`config.mk`:
```
export PLATFORM = sky130hd
export DESIGN_NAME = full_hash_des_stream_flat
export DESIGN_NICKNAME = d
export VERILOG_FILES = /design/src/rtl/full_hash_des_stream_pkg.sv /design/src/rtl/full_hash_des_stream_if.sv /design/src/rtl/full_hash_des_stream_round_unit.sv /design/src/rtl/full_hash_des_stream.sv /design/src/flat_wrapper.sv
export SDC_FILE = /design/constraint.sdc
export NUM_CORES = 1
export LEC_CHECK = 0
export BUFFER_PORTS_ARGS = -buffer_cell sky130_fd_sc_hd__buf_2
export CELL_PAD_IN_SITES_DETAIL_PLACEMENT = 0
export CELL_PAD_IN_SITES_GLOBAL_PLACEMENT = 1
export CORE_MARGIN = 2
export CORE_UTILIZATION = 52
export DETAILED_ROUTE_END_ITERATION = 12
export GPL_ROUTABILITY_DRIVEN = 0
export HOLD_SLACK_MARGIN = 0.1
export PLACE_DENSITY = 0.91
export SLEW_MARGIN = 5
export SYNTH_ARGS = -nofsm -noshare
export SYNTH_HDL_FRONTEND = slang
export SYNTH_SLANG_ARGS = --single-unit
```
`constraint.sdc`:
```
create_clock -name clk -period 4.2 [get_ports clk]
set_input_delay 0.21 -clock clk [delete_from_list [all_inputs] [get_ports clk]]
set_output_delay 0.21 -clock clk [all_outputs]
set_load 0.005 [all_outputs]
```
`src/rtl/full_hash_des_stream_pkg.sv`:
```
// Shared types, constants and the reference hash arithmetic for the
// streaming DES-S-box nibble hash core.
package fhd_pkg;

  // Initial chaining value: H[0] is the low nibble.
  localparam logic [31:0] INIT = 32'h4B71_DF03;

  typedef enum logic [1:0] {ABSORB, ROUND, FINAL, OUT} state_t;

  // DES S5, 64 nibbles, entry {row[1:0], col[3:0]} at nibble index.
  localparam logic [255:0] S5_LUT =
    256'h354A_90F6_D2E1_7C8B_E036_5C9F_87DA_B124_6893_AF05_1D74_C2BE_9E0D_F358_6BA7_14C2;

  // 6-to-4 S-box: row = {x[5], x[0]}, col = x[4:1].
  function automatic logic [3:0] sbox6to4(input logic [5:0] x);
    logic [5:0] idx;
    idx = {x[5], x[0], x[4:1]};
    return S5_LUT[{idx, 2'b00} +: 4];
  endfunction

  // Byte spreading used when absorbing a message byte.
  function automatic logic [5:0] compress_m6(input logic [7:0] m);
    return {m[3] ^ m[2], m[1], m[0], m[7], m[6], m[5] ^ m[4]};
  endfunction

  // Byte spreading used for each length byte during finalisation.
  function automatic logic [5:0] len_to_c6(input logic [7:0] b);
    return {b[7] ^ b[1], b[3], b[2], b[5] ^ b[0], b[4], b[6]};
  endfunction

  // 4-bit rotate left by 0..3.
  function automatic logic [3:0] rotl4(input logic [3:0] x, input logic [1:0] k);
    logic [7:0] t;
    t = {x, x} << k;
    return t[7:4];
  endfunction

  // One compression round: nibbles shift down by one, mix in s, rotate by i/2.
  function automatic logic [31:0] hash_round(input logic [31:0] h, input logic [3:0] s);
    logic [31:0] r;
    r = '0;
    for (int i = 0; i < 8; i++) begin
      r[4*i +: 4] = rotl4(h[4*((i+1)%8) +: 4] ^ s, 2'(i/2));
    end
    return r;
  endfunction

  // Final mix: nibble i takes the S-box of length byte i instead of a common s.
  function automatic logic [31:0] finalize(input logic [31:0] h, input logic [63:0] len);
    logic [31:0] d;
    logic [3:0]  sk;
    d = '0;
    for (int k = 0; k < 8; k++) begin
      sk = sbox6to4(len_to_c6(len[8*k +: 8]));
      d[4*k +: 4] = rotl4(h[4*((k+1)%8) +: 4] ^ sk, 2'(k/2));
    end
    return d;
  endfunction

endpackage

```
`src/rtl/full_hash_des_stream_if.sv`:
```
// Message-in / digest-out stream bundle of the hash core.
interface full_hash_des_stream_if;
  logic        msg_valid;
  logic        msg_ready;
  logic [7:0]  msg_data;
  logic        msg_last;
  logic        msg_empty;
  logic        dig_valid;
  logic        dig_ready;
  logic [31:0] digest;

  // Byte source and digest consumer side.
  modport master (
    output msg_valid, msg_data, msg_last, msg_empty, dig_ready,
    input  msg_ready, dig_valid, digest
  );

  // Hash core side.
  modport slave (
    input  msg_valid, msg_data, msg_last, msg_empty, dig_ready,
    output msg_ready, dig_valid, digest
  );
endinterface

```
`src/rtl/full_hash_des_stream_round_unit.sv`:
```
// Combinational chain of ROUNDS_PER_CYCLE hash rounds sharing one s value.
module fhd_round_unit
  import fhd_pkg::*;
#(
  parameter int ROUNDS_PER_CYCLE = 4
) (
  input  logic [31:0] h_in,
  input  logic [3:0]  s,
  output logic [31:0] h_out
);

  // Each stage owns its own net so the chain is not one self-feeding array.
  for (genvar gi = 0; gi < ROUNDS_PER_CYCLE; gi++) begin : g_round
    logic [31:0] h_stage;
    if (gi == 0) begin : g_first
      assign h_stage = hash_round(h_in, s);
    end else begin : g_next
      assign h_stage = hash_round(g_round[gi-1].h_stage, s);
    end
  end

  assign h_out = g_round[ROUNDS_PER_CYCLE-1].h_stage;

endmodule

```
`src/rtl/full_hash_des_stream.sv`:
```
// Streaming DES-S-box nibble hash: absorbs bytes, counts length, emits a
// 32-bit digest with backpressure.
module full_hash_des_stream
  import fhd_pkg::*;
#(
  parameter int ROUNDS           = 4,
  parameter int ROUNDS_PER_CYCLE = 4,
  parameter int LEN_W            = 64
) (
  input  logic                   clk,
  input  logic                   rst_n,
  input  logic                   clear,
  full_hash_des_stream_if.slave  bus,
  output logic                   busy
);

  localparam int NCYC   = (ROUNDS_PER_CYCLE > 0) ? ROUNDS / ROUNDS_PER_CYCLE : 1;
  localparam int RCNT_W = (NCYC > 1) ? $clog2(NCYC) : 1;
  localparam logic [RCNT_W-1:0] RCNT_LAST = RCNT_W'(NCYC - 1);

  if (ROUNDS < 1 || ROUNDS_PER_CYCLE < 1 || (ROUNDS % ROUNDS_PER_CYCLE) != 0) begin : g_bad_rounds
    $error("full_hash_des_stream: ROUNDS_PER_CYCLE must be >=1 and divide ROUNDS (>=1)");
  end
  if (LEN_W < 1 || LEN_W > 64) begin : g_bad_len
    $error("full_hash_des_stream: LEN_W must be in 1..64");
  end

  state_t            state_reg, state_next;
  logic [31:0]       h_reg, h_next;
  logic [3:0]        s_reg, s_next;
  logic [LEN_W-1:0]  len_reg, len_next;
  logic              last_reg, last_next;
  logic [RCNT_W-1:0] rcnt_reg, rcnt_next;
  logic              dig_valid_reg, dig_valid_next;
  logic [31:0]       digest_reg, digest_next;

  logic              msg_ready_int;
  logic [31:0]       h_round;
  logic [63:0]       len64;

  fhd_round_unit #(.ROUNDS_PER_CYCLE(ROUNDS_PER_CYCLE)) u_round (
    .h_in  (h_reg),
    .s     (s_reg),
    .h_out (h_round)
  );

  assign msg_ready_int = (state_reg == ABSORB) && !clear;
  assign len64         = 64'(len_reg);

  assign bus.msg_ready = rst_n && msg_ready_int;
  assign bus.dig_valid = dig_valid_reg;
  assign bus.digest    = digest_reg;
  assign busy          = (state_reg != ABSORB) || (len_reg != '0);

  // Next-state and datapath updates; clear has the last word over everything.
  always_comb begin
    state_next     = state_reg;
    h_next         = h_reg;
    s_next         = s_reg;
    len_next       = len_reg;
    last_next      = last_reg;
    rcnt_next      = rcnt_reg;
    dig_valid_next = dig_valid_reg;
    digest_next    = digest_reg;

    case (state_reg)
      ABSORB: begin
        if (bus.msg_valid && msg_ready_int) begin
          if (!bus.msg_empty) begin
            s_next     = sbox6to4(compress_m6(bus.msg_data));
            len_next   = len_reg + LEN_W'(1);
            last_next  = bus.msg_last;
            rcnt_next  = '0;
            state_next = ROUND;
          end else if (bus.msg_last) begin
            state_next = FINAL;
          end
        end
      end
      ROUND: begin
        h_next    = h_round;
        rcnt_next = rcnt_reg + RCNT_W'(1);
        if (rcnt_reg == RCNT_LAST) begin
          state_next = last_reg ? FINAL : ABSORB;
        end
      end
      FINAL: begin
        digest_next    = finalize(h_reg, len64);
        dig_valid_next = 1'b1;
        state_next     = OUT;
      end
      OUT: begin
        if (bus.dig_ready) begin
          dig_valid_next = 1'b0;
          h_next         = INIT;
          len_next       = '0;
          state_next     = ABSORB;
        end
      end
      default: state_next = ABSORB;
    endcase

    if (clear) begin
      state_next     = ABSORB;
      h_next         = INIT;
      len_next       = '0;
      dig_valid_next = 1'b0;
    end
  end

  // State and datapath registers, cleared immediately by rst_n.
  always_ff @(posedge clk or negedge rst_n) begin
    if (!rst_n) begin
      state_reg     <= ABSORB;
      h_reg         <= INIT;
      s_reg         <= '0;
      len_reg       <= '0;
      last_reg      <= 1'b0;
      rcnt_reg      <= '0;
      dig_valid_reg <= 1'b0;
      digest_reg    <= '0;
    end else begin
      state_reg     <= state_next;
      h_reg         <= h_next;
      s_reg         <= s_next;
      len_reg       <= len_next;
      last_reg      <= last_next;
      rcnt_reg      <= rcnt_next;
      dig_valid_reg <= dig_valid_next;
      digest_reg    <= digest_next;
    end
  end

endmodule

```
`src/flat_wrapper.sv`:
```
// flat-port wrapper written by rule: the top's interface ports become plain ports
module full_hash_des_stream_flat import fhd_pkg::*;
#(
  parameter int ROUNDS           = 4,
  parameter int ROUNDS_PER_CYCLE = 4,
  parameter int LEN_W            = 64
)
  (clk, rst_n, clear, busy, bus_msg_valid, bus_msg_data, bus_msg_last, bus_msg_empty, bus_dig_ready, bus_msg_ready, bus_dig_valid, bus_digest);
  full_hash_des_stream_if bus_i ();
  input  logic clk;
  input  logic rst_n;
  input  logic clear;
  output logic busy;
  input wire logic [$bits(bus_i.msg_valid)-1:0] bus_msg_valid;
  input wire logic [$bits(bus_i.msg_data)-1:0] bus_msg_data;
  input wire logic [$bits(bus_i.msg_last)-1:0] bus_msg_last;
  input wire logic [$bits(bus_i.msg_empty)-1:0] bus_msg_empty;
  input wire logic [$bits(bus_i.dig_ready)-1:0] bus_dig_ready;
  output wire logic [$bits(bus_i.msg_ready)-1:0] bus_msg_ready;
  output wire logic [$bits(bus_i.dig_valid)-1:0] bus_dig_valid;
  output wire logic [$bits(bus_i.digest)-1:0] bus_digest;
  assign bus_i.msg_valid = bus_msg_valid;
  assign bus_i.msg_data = bus_msg_data;
  assign bus_i.msg_last = bus_msg_last;
  assign bus_i.msg_empty = bus_msg_empty;
  assign bus_i.dig_ready = bus_dig_ready;
  assign bus_msg_ready = bus_i.msg_ready;
  assign bus_dig_valid = bus_i.dig_valid;
  assign bus_digest = bus_i.digest;
  full_hash_des_stream #(.ROUNDS(ROUNDS), .ROUNDS_PER_CYCLE(ROUNDS_PER_CYCLE), .LEN_W(LEN_W)) u_core (.clk(clk), .rst_n(rst_n), .clear(clear), .bus(bus_i), .busy(busy));
endmodule
```
==> flow_summary.toml <==
[global_routing]
grt.overflow.total = 0
grt_pass1_vias = 10200
grt_max_degree = 82
grt_pass1_wl_um = 53200
grt_usage = 0.267
antenna_found_initial = 0

[floorplanning]
die_w_um = 157
dieArea_sq_um = 24500
io-pin-count = 50
row_count = 55
die_h_um = 157
initial_core_util = 0.532
core_sq_um = 22800

[routing]
routedWlPerCell_um = 17.7
vias = 11400
drtPass1Iterations = 5
maxUsedRoutingLayer = "met4"
met3_length_um = 1480
ant_nets = 0
route.detailed.drc = 0
drtIter0Drc = 937
drt-met1-wl_um = 14900
wl_met2_um = 14800
via_per_inst = 6.25
routed_wirelength_um = 32300

[yosys]
postSynthNetCount = 1577
synth_top_cell_area_share = 0.248
netlist_area_sq_um = 12100
ys_seq_elements = 137
synth_cell_types = 76
synth_edf_count = 0
synth-async-reset-ratio = 1.00
ys_seq_area_frac = 0.285
ys_top_cells_by_area = "dfrtp_1 25%, xnor2_1 6.4%, xor2_1 6.1%"
synthCells = 1538
synth.avg_cell_area_sq_um = 7.87
yosysWarnings = 0
synth_flop_cell = "dfrtp_1"
synth_area_leader_cell = "dfrtp_1"

[clocking]
path_clk_slew_ps = 70
numCtsBuffers = 17
cts_tree = "built"
ctsLongestPathBuffers = 2
cts_max_level = 4
cts_sinks = 137
root_buffer = "clkbuf_16"
clk_latency_ps = 450
cts_setup_buffers = 0

[sta]
tns_ps = 0
hold_violations = 0
rsz0062_at_grt = "false"
worst_pin_slew_ps = 1230
max_freq_mhz = 310
drv_slew = 0
setup_violations = 0
maxSlewHeadroom = 0.180
fin_crit_ps = 3220
fin_skew_ps = 18.6
fin_crit_sh = 0.767

[worst_setup_path]
crit_type = "reg -> reg"
crit_path_max_fanout = 26
reg2reg_slack_ps = 980
timing.rr.end = "u_core.len64[63]"
r2r-start = "u_core.len64[4]"
end_kind = "register"
crit_required_ps = 4530
crit_path_start_kind = "register"
cp.arrival_ps = 3560
reg2reg_depth = 7

[final_layout]
final_common_cell = "nor2_1"
drive_gt1_frac = 0.109
finish.net_count = 1535
diodes = 0
area_growth_pct = 7.73
largest_register_ffs = 64
mostFrequentLayoutCells = "155 x nor2_1, 137 x nand2_1, 127 x o21ai_0, 120 x dfrtp_1, 91 x a21oi_1"

[min_path]
worstHoldEndpoint = "u_core.rcnt_reg"
hold_depth = 3
worstHoldPathType = "in -> reg"
worstHoldStart = "bus_msg_valid"

[outcome]
status = "complete, no violations"

[power_and_ir_drop]
leakage_nw = 5.14
peakVddDrop_mv = 0.232
cellPowerDensity_nw_per_um2 = 334
power_w = 0.00436

[placed_design]
place_hpwl_um = 21900
port_buffers = 49

[job]
maxCapViolCount = 0
-- power by group --
| part | internal (W) | switching (W) |
|---|---|---|
| combinational | 0.000451 | 0.000566 |
| clock | 0.000897 | 0.000677 |
| sequential | 0.00156 | 0.000209 |
| total | 0.00291 | 0.00145 |
-- how the worst max path moves through the flow --
stage,from,endpoint,cells after the start
after floorplan,u_core.len64[45],u_core.bus.digest[20],9
after CTS,u_core.len64[4],u_core.len64[63],7
after global placement,u_core.len64[4],u_core.len64[63],7
after global routing,u_core.len64[4],u_core.len64[44],7
after detailed placement,u_core.len64[4],u_core.len64[63],7
final,u_core.len64[4],u_core.len64[63],7
-- per-stage QoR --
stage                     hold slack (ps)  setup slack, ps  instance area, sq um  utilization  instances
after floorplan                     -85.6             1510                 12100            -       1538
after global placement                303             1060                 12400        0.544       1786
after detailed placement              313             1030                 12400        0.544       1786
after CTS                             219             1010                 13000        0.573       1822
after global routing                  246              653                 13000        0.573       1822
final                                 215              978                 13000        0.573       1822
-- cells by family after synthesis --
kind of cell	Yosys count	synth area share
AND/OR/NAND/NOR	535	0.214
AO/OA/AOI/OAI	432	0.234
buffers and inverters	195	0.0661
XOR/XNOR	178	0.134
flip-flops	137	0.285
adder cells (fa/ha/maj)	32	0.0314
multiplexers	29	0.0346
-- area by class of cell --
class,instances,area (sq um)
inverter,44,165
clock buffer,17,425
fill,2116,9730
sequential,137,3450
timing repair buffer,90,569
tap,313,392
clock inverter,15,178
multi-input combinational,1206,7870
-- cells in the mapped netlist (6+ instances only) --
library cell and number:
nor2_1 155, nand2_1 137, o21ai_0 127, dfrtp_1 120, clkbuf_1 111, a21oi_1 91
xnor2_1 88, xor2_1 85, nand3_1 63, nor3_1 54, inv_1 38, nor4_1 28
nand2b_1 27, o211ai_1 25, ha_1 24, nand4_1 23, a31oi_1 20, buf_2 20
a22o_1 17, dfstp_2 17, a32oi_1 16, mux2i_1 16, a211o_1 14, o311ai_0 13
buf_1 12, a211oi_1 11, mux4_2 10, o31ai_1 10, nor2b_1 9, o221ai_1 9
maj3_1 8, o32ai_1 8, o21a_1 7, or3_1 7, a2111oi_0 6, clkinv_1 6
o22ai_1 6
-- routing by layer --
layer,global-route usage,up-vias
met4,0.105,0
met1,0.380,5470
met2,0.416,379
met3,0.0327,57
li1,-,5474
met5,0,-
-- critical path: stages, from the launching register on --
cell,delay [ps]
dfrtp_1,860
nand4_2,350
nor4_4,540
nand4_4,320
nor4_4,550
nand4_1,180
xnor2_1,150
and2_1,150
-- repair_timing --
action | 4_1_cts | 5_1_grt
hold endpoints to repair | 66 | 0
hold buffers | 4 | 0
gates resized for setup | 0 | 0
Note: power is estimated with default switching activity, not from simulation.
